$ cat config.mk
export PLATFORM = sky130hd
export DESIGN_NAME = object_compositor
export DESIGN_NICKNAME = d
export VERILOG_FILES = /design/src/rtl/pong_pkg.sv /design/src/rtl/object_hit.sv /design/src/rtl/object_compositor.sv
export SDC_FILE = /design/constraint.sdc
export NUM_CORES = 1
export LEC_CHECK = 0
export ABC_CLOCK_PERIOD_IN_PS = 15580
export CELL_PAD_IN_SITES_DETAIL_PLACEMENT = 0
export CELL_PAD_IN_SITES_GLOBAL_PLACEMENT = 2
export CORE_AREA = 2 2 214 427
export CTS_CLUSTER_SIZE = 8
export DETAILED_ROUTE_END_ITERATION = 10
export DIE_AREA = 0 0 216 429
export DONT_BUFFER_PORTS = 1
export PLACE_DENSITY_LB_ADDON = 0.08
export SYNTH_ARGS = -nofsm -noshare
export SYNTH_HDL_FRONTEND = slang
export SYNTH_HIERARCHICAL = 1
export SYNTH_SLANG_ARGS = --single-unit
export TNS_END_PERCENT = 30
$ cat constraint.sdc
create_clock -name clk -period 15.58 [get_ports clk]
set_input_delay 0.779 -clock clk [delete_from_list [all_inputs] [get_ports clk]]
set_output_delay 0.779 -clock clk [all_outputs]
set_load 0.03 [all_outputs]
$ cat src/rtl/pong_pkg.sv
// Shared definitions for the pong VGA path: attribute field codes,
// colour constants and the RRRGGGBB to 3/3/3 colour expansion.
package pong_pkg;

  // Attribute field selector carried on the object write port.
  typedef enum logic [2:0] {
    FLD_X     = 3'd0,
    FLD_Y     = 3'd1,
    FLD_W     = 3'd2,
    FLD_H     = 3'd3,
    FLD_COLOR = 3'd4,
    FLD_EN    = 3'd5
  } wr_field_e;

  localparam int         COLOR_W   = 8;
  localparam logic [7:0] COL_WHITE = 8'hFF;
  localparam logic [7:0] COL_RED   = 8'hE0;
  localparam logic [7:0] COL_BLACK = 8'h00;

  // RRRGGGBB -> {R[2:0], G[2:0], B[2:0]}; blue gains a zero LSB.
  function automatic logic [8:0] expand_color(input logic [COLOR_W-1:0] c);
    return {c[7:5], c[4:2], c[1:0], 1'b0};
  endfunction

endpackage

$ cat src/rtl/object_hit.sv
// Registered rectangle test for one object against the current pixel.
// Bounds are evaluated one bit wider than the coordinates so an object
// reaching past the screen edge is clipped instead of wrapping.
module object_hit #(
  parameter int XW = 10,
  parameter int YW = 10
) (
  input  logic          clk,
  input  logic          reset,
  input  logic          en,
  input  logic [XW-1:0] obj_x,
  input  logic [YW-1:0] obj_y,
  input  logic [XW-1:0] obj_w,
  input  logic [YW-1:0] obj_h,
  input  logic [XW-1:0] counter_x,
  input  logic [YW-1:0] counter_y,
  output logic          hit
);

  logic [XW:0] x_end_s;
  logic [YW:0] y_end_s;
  logic        in_x_s;
  logic        in_y_s;
  logic        hit_r;

  // Half-open interval test in both axes; zero width or height never hits.
  always_comb begin
    x_end_s = {1'b0, obj_x} + {1'b0, obj_w};
    y_end_s = {1'b0, obj_y} + {1'b0, obj_h};
    in_x_s  = (counter_x >= obj_x) && ({1'b0, counter_x} < x_end_s);
    in_y_s  = (counter_y >= obj_y) && ({1'b0, counter_y} < y_end_s);
  end

  // Stage-1 hit register.
  always_ff @(posedge clk) begin
    if (reset) begin
      hit_r <= 1'b0;
    end else begin
      hit_r <= en & in_x_s & in_y_s;
    end
  end

  assign hit = hit_r;

endmodule

$ cat src/rtl/object_compositor.sv
// N-object sprite compositor: double-buffered object table, per-object hit
// test, priority resolution to a 3/3/3 pixel, and per-frame ball overlap.
// Output is two cycles behind CounterX/CounterY/inDisplayArea.
module object_compositor
  import pong_pkg::*;
#(
  parameter int NUM_OBJ = 4,
  parameter int XW      = 10,
  parameter int YW      = 10,
  parameter int IDW     = $clog2(NUM_OBJ)
) (
  input  logic               clk,
  input  logic               reset,
  input  logic [XW-1:0]      CounterX,
  input  logic [YW-1:0]      CounterY,
  input  logic               inDisplayArea,
  input  logic               frame_start,
  input  logic               wr_valid,
  output logic               wr_ready,
  input  logic [IDW-1:0]     wr_obj,
  input  logic [2:0]         wr_field,
  input  logic [9:0]         wr_data,
  output logic [2:0]         vgaRed,
  output logic [2:0]         vgaGreen,
  output logic [2:0]         vgaBlue,
  output logic               hit_any,
  output logic [IDW-1:0]     hit_id,
  output logic [NUM_OBJ-1:0] coll
);

  typedef struct packed {
    logic               en;
    logic [COLOR_W-1:0] color;
    logic [YW-1:0]      h;
    logic [XW-1:0]      w;
    logic [YW-1:0]      y;
    logic [XW-1:0]      x;
  } obj_t;

  obj_t               shadow_r [NUM_OBJ];
  obj_t               active_r [NUM_OBJ];
  logic               wr_fire_s;
  logic [NUM_OBJ-1:0] hit_s;
  logic               de_d1_r;
  logic               any_s;
  logic [IDW-1:0]     id_s;
  logic [COLOR_W-1:0] color_s;
  logic [8:0]         rgb_s;
  logic [NUM_OBJ-1:1] acc_r;
  logic [NUM_OBJ-1:0] coll_r;
  logic [2:0]         red_r;
  logic [2:0]         green_r;
  logic [2:0]         blue_r;
  logic               hit_any_r;
  logic [IDW-1:0]     hit_id_r;

  // Writes stall during reset and on the commit cycle.
  assign wr_ready  = ~reset & ~frame_start;
  assign wr_fire_s = wr_valid & wr_ready;

  // Shadow table written by the port; copied wholesale to the active table on frame_start.
  always_ff @(posedge clk) begin
    if (reset) begin
      for (int i = 0; i < NUM_OBJ; i++) begin
        shadow_r[i] <= '0;
        active_r[i] <= '0;
      end
    end else begin
      for (int i = 0; i < NUM_OBJ; i++) begin
        if (frame_start) begin
          active_r[i] <= shadow_r[i];
        end
        if (wr_fire_s && (wr_obj == IDW'(i))) begin
          case (wr_field)
            FLD_X:     shadow_r[i].x     <= XW'(wr_data);
            FLD_Y:     shadow_r[i].y     <= YW'(wr_data);
            FLD_W:     shadow_r[i].w     <= XW'(wr_data);
            FLD_H:     shadow_r[i].h     <= YW'(wr_data);
            FLD_COLOR: shadow_r[i].color <= wr_data[COLOR_W-1:0];
            FLD_EN:    shadow_r[i].en    <= wr_data[0];
            default:   shadow_r[i]       <= shadow_r[i];
          endcase
        end
      end
    end
  end

  // One registered bounds compare per object against the active table.
  for (genvar g = 0; g < NUM_OBJ; g++) begin : g_hit
    object_hit #(
      .XW (XW),
      .YW (YW)
    ) u_object_hit (
      .clk       (clk),
      .reset     (reset),
      .en        (active_r[g].en),
      .obj_x     (active_r[g].x),
      .obj_y     (active_r[g].y),
      .obj_w     (active_r[g].w),
      .obj_h     (active_r[g].h),
      .counter_x (CounterX),
      .counter_y (CounterY),
      .hit       (hit_s[g])
    );
  end

  // Delay the visible flag alongside the stage-1 hit vector.
  always_ff @(posedge clk) begin
    if (reset) begin
      de_d1_r <= 1'b0;
    end else begin
      de_d1_r <= inDisplayArea;
    end
  end

  // Priority resolve: scanning from the top index down leaves the lowest hit.
  always_comb begin
    id_s    = '0;
    color_s = COL_BLACK;
    any_s   = |hit_s;
    for (int i = NUM_OBJ - 1; i >= 0; i--) begin
      id_s    = hit_s[i] ? IDW'(i) : id_s;
      color_s = hit_s[i] ? active_r[i].color : color_s;
    end
    rgb_s = expand_color(color_s);
  end

  // Stage-2 output register; blank outside the display area or with no hit.
  always_ff @(posedge clk) begin
    if (reset) begin
      red_r     <= 3'd0;
      green_r   <= 3'd0;
      blue_r    <= 3'd0;
      hit_any_r <= 1'b0;
      hit_id_r  <= '0;
    end else if (de_d1_r && any_s) begin
      red_r     <= rgb_s[8:6];
      green_r   <= rgb_s[5:3];
      blue_r    <= rgb_s[2:0];
      hit_any_r <= 1'b1;
      hit_id_r  <= id_s;
    end else begin
      red_r     <= 3'd0;
      green_r   <= 3'd0;
      blue_r    <= 3'd0;
      hit_any_r <= 1'b0;
      hit_id_r  <= '0;
    end
  end

  // Ball overlap accumulator; published and cleared on frame_start (blanking input ignored).
  always_ff @(posedge clk) begin
    if (reset) begin
      acc_r  <= '0;
      coll_r <= '0;
    end else if (frame_start) begin
      coll_r <= {acc_r, 1'b0};
      acc_r  <= '0;
    end else begin
      acc_r  <= acc_r | ({(NUM_OBJ-1){hit_s[0] & de_d1_r}} & hit_s[NUM_OBJ-1:1]);
    end
  end

  assign vgaRed   = red_r;
  assign vgaGreen = green_r;
  assign vgaBlue  = blue_r;
  assign hit_any  = hit_any_r;
  assign hit_id   = hit_id_r;
  assign coll     = coll_r;

endmodule

==> results.yml <==
status:
  status: "finished clean"
power:
  power.density_mw_per_mm2: 115
  comb_power_share: 0.123
  vdd_drop_max_mv: 0.0753
  seqPwrFrac: 0.457
  p_int_mw: 2.15
  clkPwrFrac: 0.420
  leakage_nw: 9.66
  p_sw_uw: 728
  switching_share: 0.252
sta:
  rsz0062_at_grt: "no"
  finalSetupViolations: 0
  post-route-min-period_ns: 3.65
  fin_tns_setup_ns: 0
  slew_headroom: 0.227
  max_freq_mhz: 274
  period_share: 0.235
  worstMarginPinSlew_ns: 1.15
  drv_slew: 0
  hold_viol: 0
  skew_ns: 0.0201
critical_path:
  required_ns: 16.11
  crit-reg2reg-launch: "active_r[3][0]"
  arrival_ns: 4.18
  path_max_fanout: 2
  reg2regPathDepth: 13
  worst_setup_path_start_kind: "flop"
  critPathKind: "flop to flop"
  end_kind: "flop"
  rrSetupSlack_ns: 11.93
  rr_endpoint: "g_hit[3].u_object_hit/hit"
floorplanning:
  dieHeight_microns: 429
  start_util: 0.249
  die_area_sq_mm: 0.0927
  core_sq_mm: 0.0892
  io_pins: 57
  row_count: 155
  die_w_microns: 216
cts:
  cts_buffers: 58
  cts_setup_buffers: 0
  ctsResizeCount: 0
  worstSkewPairLatency_ns: 0.62
  ctsHtreeMaxLevel: 2
  holdBufCountCts: 0
  cts-root-buf: "clkbuf_16"
  cts_tree: "done"
  cts.sinks: 414
  clk_pin_slew_ns: 0.06
  cts_buffer_depth: 3
synthesis:
  synthSimpleGateAreaFrac: 0.164
  ys_types: 68
  yosys.area.top_type_share: 0.531
  synthAdderAreaFrac: 0.138
  synth-xor-area-share: 0.0245
  synth_top_cell_by_area: "edfxtp_1"
  synth_edf_count: 392
  synthesis.area_sq_mm: 0.0222
  synth-async-reset-ratio: 0
  netlist_top_cells_area: "edfxtp_1, ha_1, and2_1"
  syn_inst: 1862
  ys_ff_latch: 414
  syn_area_per_cell_sq_um: 11.9
  synth_top_family_by_area: "simple AND/OR/NAND/NOR gates"
  synth-compound-area-share: 0.0886
  ys_seq_area_frac: 0.551
  ys.warnings.count: 6
  synth_mux_area_frac: 0.00135
  synthFlopType: "edfxtp_1"
  synth.most_common_cell: "edfxtp_1"
  yosys-top-cells-count: "edfxtp_1, and2_1, ha_1"
routing:
  drt-total-wl_microns: 72100
  post_drt_wl_per_cell_microns: 23.4
  drt_pre_antenna_iters: 4
  drtIter0Drc: 466
  ant_nets: 0
  vias: 13700
  drc: 0
  via_per_inst: 4.44
grt:
  grt_antenna_before_repair: 8
  grt_pass1_wl_microns: 103000
  grt-ovfl-total: 0
  grt_usage: 0.156
  grt_pass1_vias: 14600
  grt_max_degree: 103
layout:
  syn_to_final_growth_pct: 13.4
  final_nets: 2150
  layout-drive-gt1-share: 0.0590
  utilization: 0.282
placed_design:
  numPortBuffers: 0
  routabilityCongestion: 0.739
  hpwl_microns: 52500
hold_path:
  hold_end: "de_d1_r"
  hold_path_startpoint: "reset"
  hold_depth: 1
  min_path_type: "input port to flop"
job:
  drv_cap: 0
## worst max-delay path: stages, from the launching register on
cell      delay [ns]
edfxtp_1        0.40
ha_1            0.25
fa_1            0.41
a21oi_1         0.30
o211ai_1        0.20
or4_1           0.52
nand2_1         0.12
xor2_1          0.17
ha_1            0.27
a21o_1          0.18
a21oi_1         0.19
nand2_1         0.07
o21a_1          0.24
a211oi_1        0.25
## state kept, by name, summed over array words and instances, names as in the netlist
signal and count:
g_hit.u_object_hit/hit 4, hit_id 2, hit_any 1, acc_r 3, vgaRed 3, vgaGreen 3
active_r 196, coll 3, shadow_r 196, vgaBlue 2, de_d1_r 1
## metrics by stage
step                      power (mW)  setup WS [ns]  instances  hold slack (ns)  cell area (sq um)
after floorplan                 1.59           9.94       1863            0.437              22200
after global placement          1.70          11.97       2987            0.452              23500
after detailed placement        1.70          11.93       2987            0.466              23500
after CTS                       2.94          11.89       3076            0.206              25100
after global routing            3.01          11.78       3076            0.214              25100
final                           2.88          11.93       3082            0.243              25200
## final cells by class
class	count	area, sq um
clock inverters	2	33.8
fillers	9349	64100
diodes	6	15.0
clock buffers	87	1630
inverters	112	428
well taps	1177	1470
flip-flops and latches	414	12200
repair buffers	14	105
multi-input cells	1270	9260
## power by group through the flow
stage	sequential (mW)	clock [mW]	combinational [mW]
finish	1.32	1.21	0.355
floorplan	1.33	0	0.264
CTS	1.32	1.26	0.366
global placement	1.34	0	0.362
global route	1.32	1.28	0.407
detailed placement	1.34	0	0.363
## how the worst max path moves through the flow
| stage | from | to | slack, ns |
|---|---|---|---|
| final | active_r[3][0] | g_hit[3].u_object_hit/hit | 11.93 |
| after global routing | active_r[0][11] | g_hit[0].u_object_hit/hit | 11.78 |
| after CTS | active_r[3][0] | g_hit[3].u_object_hit/hit | 11.89 |
| after detailed placement | active_r[3][0] | g_hit[3].u_object_hit/hit | 11.93 |
| after global placement | active_r[3][0] | g_hit[3].u_object_hit/hit | 11.97 |
| after floorplan | reset | active_r[0][0] | 9.94 |
## routing by layer
layer | wire length [microns] | track usage | vias to the layer above
met5 | 11 | 0 | -
li1 | - | - | 6689
met3 | 2120 | 0.0221 | 83
met4 | 1910 | 0.0466 | 2
met2 | 43900 | 0.337 | 174
met1 | 24200 | 0.143 | 6721
## logic make-up (layout without fill, tap and decap cells)
group           Yosys count  in the layout
xor+xnor                 62             62
mux                       3              3
flops                   414            414
other cells               1              8
fa+ha+maj               240            240
simple gates            667            667
buf+inv                 179            215
compound gates          296            296
## cell usage in the layout, fill, tap and decap left out, drive strengths merged, types with 8 or more instances in the layout
cell type	count
edfxtp	392
and2	299
ha	232
nor2	150
inv	110
clkbuf	87
a21oi	80
o21ai	69
nand2	51
nand3	46
xor2	36
nor3	31
a21o	28
xnor2	26
nand2b	22
dfxtp	22
o21a	20
a211oi	17
buf	14
and3	12
a221oi	11
o21bai	11
nor2b	11
a2111oi	10
nor3b	9
o22ai	9
a31oi	9
o211ai	9
or2	9
fa	8
Power figures use the tool's default switching activity.
